==> src/rtl/rv32i_lsu_if.sv <==
// rtl/rv32i_lsu_if.sv - data-memory request/grant port shared by the LSU and its memory
//
// Purpose: bundles the LSU data-memory port into one interface.
// Signals:
//   dm_req   LSU -> mem  request, held until dm_gnt
//   dm_we    LSU -> mem  1 = write
//   dm_addr  LSU -> mem  word-aligned address
//   dm_be    LSU -> mem  byte enables
//   dm_wdat  LSU -> mem  lane-replicated store data
//   dm_gnt   mem -> LSU  request accepted this cycle
//   dm_rvld  mem -> LSU  read data valid
//   dm_rdat  mem -> LSU  read data
// Modports: master (LSU side), slave (memory side).
interface rv32i_lsu_if;
  logic        dm_req;
  logic        dm_we;
  logic [31:0] dm_addr;
  logic [3:0]  dm_be;
  logic [31:0] dm_wdat;
  logic        dm_gnt;
  logic        dm_rvld;
  logic [31:0] dm_rdat;

  modport master (
    output dm_req, dm_we, dm_addr, dm_be, dm_wdat,
    input  dm_gnt, dm_rvld, dm_rdat
  );

  modport slave (
    input  dm_req, dm_we, dm_addr, dm_be, dm_wdat,
    output dm_gnt, dm_rvld, dm_rdat
  );
endinterface

==> src/rtl/rv32i_lsu.sv <==
// rtl/rv32i_lsu.sv - RV32I load/store unit with request/grant data-memory port
//
// Purpose: takes one load/store at a time from the execute stage, drives the
// data-memory port with byte enables and replicated store data, formats load
// data (lane select + sign/zero extension) for write-back, and flags
// misaligned accesses and bus timeouts.
// Optional feature macro: LSU_MISALIGN_CHK_EN (defined = misalignment check on).
// Parameter:
//   BUS_TOUT   cycles allowed in REQ or WAIT before aborting (0 = no timeout, max 255)
// Ports:
//   clk, rst           clock, asynchronous active-high reset
//   ex_vld_i/ex_rdy_o  op handshake from execute (ready only in IDLE)
//   ex_ld_i            1 = load, 0 = store
//   ex_f3_i            funct3 width/sign code
//   ex_addr_i          byte address
//   ex_wdat_i          store data (rs2)
//   ex_rd_i            load destination register
//   dm                 data-memory port (master side)
//   wb_vld_o           one-cycle load result pulse
//   wb_rd_o, wb_dat_o  destination register and formatted load data
//   mis_exc_o          one-cycle misaligned-access pulse
//   bus_err_o          one-cycle timeout pulse
//   err_addr_o         byte address of the faulting op
module rv32i_lsu #(
  parameter int BUS_TOUT = 16
) (
  input  logic               clk,
  input  logic               rst,
  input  logic               ex_vld_i,
  output logic               ex_rdy_o,
  input  logic               ex_ld_i,
  input  logic [2:0]         ex_f3_i,
  input  logic [31:0]        ex_addr_i,
  input  logic [31:0]        ex_wdat_i,
  input  logic [4:0]         ex_rd_i,
  rv32i_lsu_if.master        dm,
  output logic               wb_vld_o,
  output logic [4:0]         wb_rd_o,
  output logic [31:0]        wb_dat_o,
  output logic               mis_exc_o,
  output logic               bus_err_o,
  output logic [31:0]        err_addr_o
);

  localparam bit         TOUT_EN   = (BUS_TOUT != 0);
  localparam logic [7:0] TOUT_LAST = 8'(BUS_TOUT - 1);

  typedef enum logic [1:0] {S_IDLE, S_REQ, S_WAIT} state_e;

  state_e      state_q, state_d;
  logic [7:0]  cnt_q, cnt_d;
  logic        ld_q;
  logic [2:0]  f3_q;
  logic [31:0] addr_q;
  logic [4:0]  rd_q;
  logic        we_q;
  logic [3:0]  be_q;
  logic [31:0] wdat_q;
  logic        wb_vld_q;
  logic [4:0]  wb_rd_q;
  logic [31:0] wb_dat_q;
  logic        mis_q;
  logic        berr_q;
  logic [31:0] eaddr_q;

  // Decode of the op presented by execute.
  logic        in_byte, in_half, in_mis;
  logic [3:0]  in_be;
  logic [31:0] in_wdat;

  always_comb begin
    in_byte = (ex_f3_i[1:0] == 2'b00);
    in_half = (ex_f3_i[1:0] == 2'b01);
    in_be   = 4'b1111;
    in_wdat = ex_wdat_i;
    if (in_byte) begin
      in_be   = 4'b0001 << ex_addr_i[1:0];
      in_wdat = {4{ex_wdat_i[7:0]}};
    end else if (in_half) begin
      in_be   = ex_addr_i[1] ? 4'b1100 : 4'b0011;
      in_wdat = {2{ex_wdat_i[15:0]}};
    end
`ifdef LSU_MISALIGN_CHK_EN
    in_mis = (in_half && ex_addr_i[0]) ||
             (!in_byte && !in_half && (ex_addr_i[1:0] != 2'b00));
`else
    in_mis = 1'b0;
`endif
  end

  // Load formatting: the lane is the one the byte enables selected, so a
  // half uses addr[1] only and a word always starts at lane 0.
  logic [1:0]  ld_lane;
  logic [31:0] ld_sh, ld_fmt;

  always_comb begin
    case (f3_q[1:0])
      2'b00:   ld_lane = addr_q[1:0];
      2'b01:   ld_lane = {addr_q[1], 1'b0};
      default: ld_lane = 2'b00;
    endcase
    ld_sh = dm.dm_rdat >> {ld_lane, 3'b000};
    case (f3_q[1:0])
      2'b00:   ld_fmt = {{24{~f3_q[2] & ld_sh[7]}}, ld_sh[7:0]};
      2'b01:   ld_fmt = {{16{~f3_q[2] & ld_sh[15]}}, ld_sh[15:0]};
      default: ld_fmt = ld_sh;
    endcase
  end

  logic accept, go_req, wb_set, berr_set, tout;

  always_comb begin
    state_d  = state_q;
    cnt_d    = cnt_q + 8'd1;
    accept   = 1'b0;
    go_req   = 1'b0;
    wb_set   = 1'b0;
    berr_set = 1'b0;
    tout     = TOUT_EN && (cnt_q == TOUT_LAST);
    case (state_q)
      S_IDLE: begin
        cnt_d = 8'd0;
        if (ex_vld_i) begin
          accept = 1'b1;
          if (!in_mis) begin
            go_req  = 1'b1;
            state_d = S_REQ;
          end
        end
      end
      S_REQ: begin
        if (dm.dm_gnt) begin
          state_d = ld_q ? S_WAIT : S_IDLE;
          cnt_d   = 8'd0;
        end else if (tout) begin
          state_d  = S_IDLE;
          berr_set = 1'b1;
        end
      end
      S_WAIT: begin
        if (dm.dm_rvld) begin
          state_d = S_IDLE;
          wb_set  = 1'b1;
        end else if (tout) begin
          state_d  = S_IDLE;
          berr_set = 1'b1;
        end
      end
      default: state_d = S_IDLE;
    endcase
  end

  always_ff @(posedge clk or posedge rst) begin
    if (rst) begin
      state_q  <= S_IDLE;
      cnt_q    <= 8'd0;
      ld_q     <= 1'b0;
      f3_q     <= 3'd0;
      addr_q   <= 32'd0;
      rd_q     <= 5'd0;
      we_q     <= 1'b0;
      be_q     <= 4'd0;
      wdat_q   <= 32'd0;
      wb_vld_q <= 1'b0;
      wb_rd_q  <= 5'd0;
      wb_dat_q <= 32'd0;
      mis_q    <= 1'b0;
      berr_q   <= 1'b0;
      eaddr_q  <= 32'd0;
    end else begin
      state_q  <= state_d;
      cnt_q    <= cnt_d;
      wb_vld_q <= wb_set;
      mis_q    <= accept & in_mis;
      berr_q   <= berr_set;
      // Bus-side registers only move for ops that actually reach the bus.
      if (go_req) begin
        ld_q   <= ex_ld_i;
        f3_q   <= ex_f3_i;
        addr_q <= ex_addr_i;
        rd_q   <= ex_rd_i;
        we_q   <= ~ex_ld_i;
        be_q   <= in_be;
        wdat_q <= in_wdat;
      end
      if (accept & in_mis) begin
        eaddr_q <= ex_addr_i;
      end else if (berr_set) begin
        eaddr_q <= addr_q;
      end
      if (wb_set) begin
        wb_rd_q  <= rd_q;
        wb_dat_q <= ld_fmt;
      end
    end
  end

  assign ex_rdy_o   = (state_q == S_IDLE);
  assign dm.dm_req  = (state_q == S_REQ);
  assign dm.dm_we   = we_q;
  assign dm.dm_addr = {addr_q[31:2], 2'b00};
  assign dm.dm_be   = be_q;
  assign dm.dm_wdat = wdat_q;
  assign wb_vld_o   = wb_vld_q;
  assign wb_rd_o    = wb_rd_q;
  assign wb_dat_o   = wb_dat_q;
  assign mis_exc_o  = mis_q;
  assign bus_err_o  = berr_q;
  assign err_addr_o = eaddr_q;

endmodule

==> src/flat_wrapper.sv <==
// flat-port wrapper written by rule: the top's interface ports become plain ports
module rv32i_lsu_flat 
#(
  parameter int BUS_TOUT = 16
)
  (clk, rst, ex_vld_i, ex_rdy_o, ex_ld_i, ex_f3_i, ex_addr_i, ex_wdat_i, ex_rd_i, wb_vld_o, wb_rd_o, wb_dat_o, mis_exc_o, bus_err_o, err_addr_o, dm_dm_req, dm_dm_we, dm_dm_addr, dm_dm_be, dm_dm_wdat, dm_dm_gnt, dm_dm_rvld, dm_dm_rdat);
  rv32i_lsu_if dm_i ();
  input  logic clk;
  input  logic rst;
  input  logic ex_vld_i;
  output logic ex_rdy_o;
  input  logic ex_ld_i;
  input  logic [2:0] ex_f3_i;
  input  logic [31:0] ex_addr_i;
  input  logic [31:0] ex_wdat_i;
  input  logic [4:0] ex_rd_i;
  output logic wb_vld_o;
  output logic [4:0] wb_rd_o;
  output logic [31:0] wb_dat_o;
  output logic mis_exc_o;
  output logic bus_err_o;
  output logic [31:0] err_addr_o;
  output wire logic [$bits(dm_i.dm_req)-1:0] dm_dm_req;
  output wire logic [$bits(dm_i.dm_we)-1:0] dm_dm_we;
  output wire logic [$bits(dm_i.dm_addr)-1:0] dm_dm_addr;
  output wire logic [$bits(dm_i.dm_be)-1:0] dm_dm_be;
  output wire logic [$bits(dm_i.dm_wdat)-1:0] dm_dm_wdat;
  input wire logic [$bits(dm_i.dm_gnt)-1:0] dm_dm_gnt;
  input wire logic [$bits(dm_i.dm_rvld)-1:0] dm_dm_rvld;
  input wire logic [$bits(dm_i.dm_rdat)-1:0] dm_dm_rdat;
  assign dm_dm_req = dm_i.dm_req;
  assign dm_dm_we = dm_i.dm_we;
  assign dm_dm_addr = dm_i.dm_addr;
  assign dm_dm_be = dm_i.dm_be;
  assign dm_dm_wdat = dm_i.dm_wdat;
  assign dm_i.dm_gnt = dm_dm_gnt;
  assign dm_i.dm_rvld = dm_dm_rvld;
  assign dm_i.dm_rdat = dm_dm_rdat;
  rv32i_lsu #(.BUS_TOUT(BUS_TOUT)) u_core (.clk(clk), .rst(rst), .ex_vld_i(ex_vld_i), .ex_rdy_o(ex_rdy_o), .ex_ld_i(ex_ld_i), .ex_f3_i(ex_f3_i), .ex_addr_i(ex_addr_i), .ex_wdat_i(ex_wdat_i), .ex_rd_i(ex_rd_i), .dm(dm_i), .wb_vld_o(wb_vld_o), .wb_rd_o(wb_rd_o), .wb_dat_o(wb_dat_o), .mis_exc_o(mis_exc_o), .bus_err_o(bus_err_o), .err_addr_o(err_addr_o));
endmodule
==> config.mk <==
export PLATFORM = sky130hd
export DESIGN_NAME = rv32i_lsu_flat
export DESIGN_NICKNAME = d
export VERILOG_FILES = /design/src/rtl/rv32i_lsu_if.sv /design/src/rtl/rv32i_lsu.sv /design/src/flat_wrapper.sv
export SDC_FILE = /design/constraint.sdc
export NUM_CORES = 1
export LEC_CHECK = 0
export ABC_CLOCK_PERIOD_IN_PS = 6420
export BUFFER_PORTS_ARGS = -buffer_cell sky130_fd_sc_hd__buf_2
export CAP_MARGIN = 40
export CORE_ASPECT_RATIO = 0.6
export CORE_MARGIN = 1
export CORE_UTILIZATION = 50
export DETAILED_ROUTE_END_ITERATION = 16
export PLACE_DENSITY = 0.8
export SLEW_MARGIN = 20
export SYNTH_ARGS = -nofsm -noshare
export SYNTH_HDL_FRONTEND = slang
export SYNTH_SLANG_ARGS = --single-unit
==> constraint.sdc <==
create_clock -name clk -period 6.42 [get_ports clk]
set_input_delay 0.321 -clock clk [delete_from_list [all_inputs] [get_ports clk]]
set_output_delay 0.321 -clock clk [all_outputs]
set_load 0.05 [all_outputs]
# After elaboration in Yosys (flattened, before gate mapping)
# Cells that the tools add are included.
[totals]
register_bits = 159
in_bits = 110
out_inout_bits = 143
word_cells = 53
[op_classes]
add_sub_neg = 1
eq_ne = 6
shifts = 2
mux = 23
bitwise = 4
n_reduce_logical = 3
[ops]
columns = ["operator", "count"]
rows = [
  ["32-bit 2-to-1 mux", 2],
  ["32-bit one-hot mux with 2 select lines", 1],
  ["32-bit by 5-bit >> shifter with 32-bit output", 1],
  ["8-bit one-hot mux with 2 select lines", 1],
  ["4-bit 2-to-1 mux", 3],
  ["2-bit 2-to-1 mux", 5],
  ["8-bit by 1-bit adder with 8-bit output, second input constant", 1],
  ["8-bit by 4-bit == test with 1-bit output, second input constant", 1],
  ["8-bit 2-to-1 mux", 1],
  ["1-bit 2-to-1 mux", 7],
  ["2-bit by 1-bit == test with 1-bit output, second input constant", 3],
  ["2-bit zero test", 3],
  ["2-bit one-hot mux with 3 select lines", 1],
  ["2-bit one-hot mux with 2 select lines", 1],
  ["1-bit by 2-bit << shifter with 4-bit output, first input constant", 1],
  ["1-bit AND", 2],
  ["2-bit == test, second input constant", 1],
  ["2-bit != test, second input constant", 1],
  ["1-bit inverter", 2],
  ["1-bit one-hot mux with 2 select lines", 1],
]

# Depth between registers and ports, before layout
[logic_depth]
depth_word = 5
ltp_mapped = 8
ltp_nobuf = 7

# Least setup slack after synthesis
# Ideal clock, no wire load.
[synth_path]
path_kind = "reg2reg"
start = "reg u_core.state_q[0]"
end = "reg u_core.wdat_q[15] (netlist: u_core.dm.dm_wdat[15])"
setup_time_ns = 0.134
t_arrival_ns = 1.886
required_time_ns = 6.286
setup_slack_ns = 4.400
path_stages_with_launch = 8
n_path_buf = 2
synth_period_minus_slack_ns = 2.020
path_cell_list = "dfrtp_1 > inv_1 > ha_1 > nand2_1 > clkbuf_1 > clkbuf_1 > nand2_1 > o21ai_0"
[synth_between]
elab_chain_len = 2
[synth_lines]
columns = ["element", "line", "rtl"]
rows = [
  ["start: declaration", "rv32i_lsu.sv:50", "state_e state_q, state_d;"],
  ["start signal: assignment", "rv32i_lsu.sv:171", "state_q <= state_d;"],
  ["2-bit zero test", "n/a", ""],
  ["named net ex_rdy_o", "flat_wrapper.sv:11", "output logic ex_rdy_o;"],
  ["1-bit 2-to-1 mux", "rv32i_lsu.sv:120", "case (state_q)"],
  ["end signal: assignment", "rv32i_lsu.sv:184", "wdat_q <= in_wdat;"],
  ["end: declaration", "rv32i_lsu.sv:58", "logic [31:0] wdat_q;"],
]
# The timed path passes the listed nets, and every way through them passes these cells.
# A chain may end at the register's enable or synchronous reset.

# Final worst setup path
[layout_path]
start = "reg u_core.state_q[0]"
end = "reg u_core.wb_dat_q[23] (netlist: u_core.wb_dat_o[23])"
[layout_between]
elab_chain_len = 2
[layout_lines]
columns = ["element", "line", "rtl"]
rows = [
  ["2-bit == test", "rv32i_lsu.sv:120", ""],
  ["1-bit 2-to-1 mux", "rv32i_lsu.sv:120", ""],
  ["end signal: assignment", "rv32i_lsu.sv:193", "wb_dat_q <= ld_fmt;"],
  ["end: declaration", "rv32i_lsu.sv:61", "logic [31:0] wb_dat_q;"],
]
# No other way between the ends.

==> results.json <==
{
  "initial_utilization_pct": 51.92,
  "layout-drive-gt1-share_pct": 45.75,
  "io_buffers": 249,
  "design.die.area_sq_mm": 0.01491,
  "cts_root_buffer": "clkbuf_16",
  "setup_violations": 0,
  "tritoncts": "yes",
  "first_iter_violations": 291,
  "setup.worst_path.class": "flip-flop to flip-flop",
  "synth_top_cells_by_area": "dfrtp_1 (55%), mux2_2 (13%), nand2_1 (4.2%)",
  "synthesis.area_per_instance_sq_um": 11.58,
  "route.detailed.wl_per_inst_um": 16.95,
  "skew_ns": 0.01273,
  "ir_worst_vdd_mv": 0.3320,
  "route.detailed.vias_per_inst": 5.253,
  "crit_path_start": "u_core.state_q[0]$_DFFE_PP0P_",
  "hold_start": "ex_ld_i",
  "count_of_state_elements_after_synthesis": 159,
  "insertion_delay_ns": 0.41,
  "hold_viol_final": 0,
  "timing.hold.worst.class": "input pin to flip-flop",
  "cts-root-to-sink-buffers": 2,
  "critical_path.max_fanout": 37,
  "critical_path.max_stage_delay_ns": 0.64,
  "slew_viol_final": 0,
  "crit_path_cell_trace": "inv_1, ha_1, nand2_1, clkinv_1, buf_4, o21ai_0, nor2_1",
  "total_power_mw": 5.089,
  "yosys.cell_types.count": 40,
  "worst_setup_hold_path_clk_slew_ns": 0.06,
  "cellLeakagePower_nw": 4.568,
  "fillerInstances": 1102,
  "worst_pin_slew_ns": 0.7895,
  "startpoint_type": "flip-flop",
  "crit_path_top_delay_cell": "clkinv_1",
  "num_rows": 33,
  "antennaDiodeCount": 0,
  "vias": 5463,
  "grt_overflow": 0,
  "slew_headroom_pct": 47.37,
  "yosysTopAreaCell": "dfrtp_1",
  "grt_pass1_vias": 5049,
  "cap_violations": 0,
  "critPathArrivalTime_ns": 2.95,
  "mostFrequentLayoutCell": "buf_2",
  "coreArea_sq_mm": 0.01387,
  "endpoint_class_of_the_critical_path": "flip-flop",
  "grt.total_usage_pct": 23.74,
  "rsz0062_at_grt": "false",
  "min_period_ns": 2.671,
  "pin_count_of_the_biggest_net_entering_global_routing": 91,
  "cts-buffers-inserted": 17,
  "syn_to_final_growth_pct": 24.68,
  "die_width_um": 157.0,
  "cts.sinks": 159,
  "yosysSeqAreaShare_pct": 55.24,
  "crit_required_ns": 6.69,
  "netlist_area_sq_mm": 0.007203,
  "die_h_um": 94.97,
  "overall_routed_net_length_mm": 17.62,
  "antenna_left": 0,
  "gpl.final_weighted_congestion": 0.8421,
  "outcome": "finished, final reports clean",
  "first_pass_grt_wire_length_mm": 26.66,
  "yosys.area.top_type_share_pct": 55.24,
  "crit-reg2reg-launch": "u_core.state_q[0]$_DFFE_PP0P_",
  "achievable-frequency_mhz": 374.4,
  "tns_ns": 0,
  "grt_antenna_before_repair": 0,
  "drt_drc_violations_left": 0,
  "place.detailed.hpwl_mm": 12.84,
  "num-nets-final": 951,
  "ioPinCount": 253,
  "detailed_router_iteration_count_before_antenna_repair": 5,
  "synth-warning-count": 0,
  "syn-instance-count": 622,
  "post-route-period-util_pct": 41.60,
  "power-per-cell-area_mw_per_mm2": 566.6,
  "most-common-layout-cells": "buf_2 (249), dfrtp_1 (159), mux2_2 (81)",
  "cts.htree.levels": 4
}
## metal layers
metal	GRT usage [%]	vias up	part of all wire (%)
met2	35.93	223	45
met4	6.944	0	1.0
met5	0	-	0
met1	33.16	2665	46
li1	-	2559	-
met3	6.930	16	8.3
## registers in the layout, indices dropped and copies added, names as in the netlist
register / count
u_core.addr_q: 32
u_core.bus_err_o: 1
u_core.cnt_q: 8
u_core.dm.dm_be: 4
u_core.dm.dm_wdat: 32
u_core.dm.dm_we: 1
u_core.err_addr_o: 32
u_core.f3_q: 3
u_core.ld_q: 1
u_core.rd_q: 5
u_core.state_q: 2
u_core.wb_dat_o: 32
u_core.wb_rd_o: 5
u_core.wb_vld_o: 1
## path summary, 6_finish.rpt
| check | end | slack [ns] | cells past startpoint |
|---|---|---|---|
| worst max-delay path | u_core.wb_dat_o[23]$_DFFE_PP0P_ | 3.75 | 7 |
| worst min-delay path | u_core.dm.dm_we$_DFFE_PP0P_ | 0.12 | 2 |
| worst max register to register | u_core.wb_dat_o[23]$_DFFE_PP0P_ | 3.75 | 7 |
| worst min register to register | u_core.wb_rd_o[1]$_DFFE_PP0P_ | 0.46 | 2 |
| max in group asynchronous | u_core.addr_q[29]$_DFFE_PP0P_ | 4.69 | 6 |
| min in group asynchronous | u_core.wb_dat_o[4]$_DFFE_PP0P_ | 0.38 | 3 |
## power breakdown
group / switching, mW / total, mW / internal (mW)
Sequential: 0.254 / 1.64 / 1.38
Combinational: 1.84 / 2.50 / 0.655
Clock: 0.411 / 0.956 / 0.545
Total: 2.51 / 5.09 / 2.58
## what timing repair did
action | CTS | global route
endpoints found under the hold margin | 0 | 15
setup buffers | 0 | 0
resized for setup | 0 | 0
hold buffers | 0 | 1
## cells by family after synthesis
| kind of cell | count (synthesis) | share of synthesized area [%] |
|---|---|---|
| buffers and inverters | 78 | 6.479 |
| and+or+nand+nor | 162 | 10.16 |
| AOI/OAI and AO/OA | 98 | 8.129 |
| muxes | 114 | 18.46 |
| xor gates and xnor gates | 5 | 0.6079 |
| other | 1 | 0.05206 |
| adders and majority gates | 5 | 0.8685 |
| DFF | 159 | 55.24 |
## worst max-delay path: cells and delay by family, from the launching register on
| family | cells | cell delay [ns] |
|---|---|---|
| compound gates | 1 | 0.21 |
| simple gates | 2 | 0.58 |
| buf+inv | 3 | 1.15 |
| flops | 1 | 0.37 |
| fa+ha+maj | 1 | 0.21 |
## stage by stage
step	cell area, sq um	util, %	std cells	hold slack, ns	setup slack (ns)
4_1_cts	8929	64.36	1036	0.09996	3.739
3_5_place_dp	8373	60.35	1005	0.4494	3.752
2_1_floorplan	7211	-	624	0.4327	1.807
5_1_grt	8981	64.74	1040	0.1082	3.449
6_report	8981	64.74	1040	0.1177	3.749
3_3_place_gp	8310	59.90	1001	0.4445	3.206
## synthesized netlist by cell type
cell type,instances
nor4_2,1
dfrtp_1,159
buf_6,6
nand4b_1,1
buf_4,34
o22ai_1,3
nor2_1,48
conb_1,1
nand3b_1,16
a2111oi_4,1
and3_1,1
nor2b_1,2
ha_1,5
mux2_2,81
mux4_2,7
a32oi_1,8
a211oi_1,1
buf_1,5
or2_2,2
a22o_1,1
nand2b_1,2
clkinv_1,1
mux2i_1,26
o21ba_2,1
a21oi_1,20
xnor2_1,1
o21ai_0,54
nand3_1,3
inv_1,9
buf_2,1
or4_1,1
nor3b_2,1
xor2_1,4
nor3b_1,2
a22oi_1,8
clkbuf_1,22
a211oi_2,1
nand3_2,1
or3_1,1
nand2_1,80
## final cells by class
type | instances | area, sq um | share of cell area [%]
multi-input combinational | 387 | 2773 | 30.87
clock inverter | 12 | 112.6 | 1.254
clock buffer | 19 | 442.9 | 4.932
tap | 192 | 240.2 | 2.675
timing repair buffer | 261 | 1391 | 15.49
sequential | 159 | 3979 | 44.30
inverter | 10 | 42.54 | 0.4737
No activity file was read; power rests on OpenSTA's default activity.
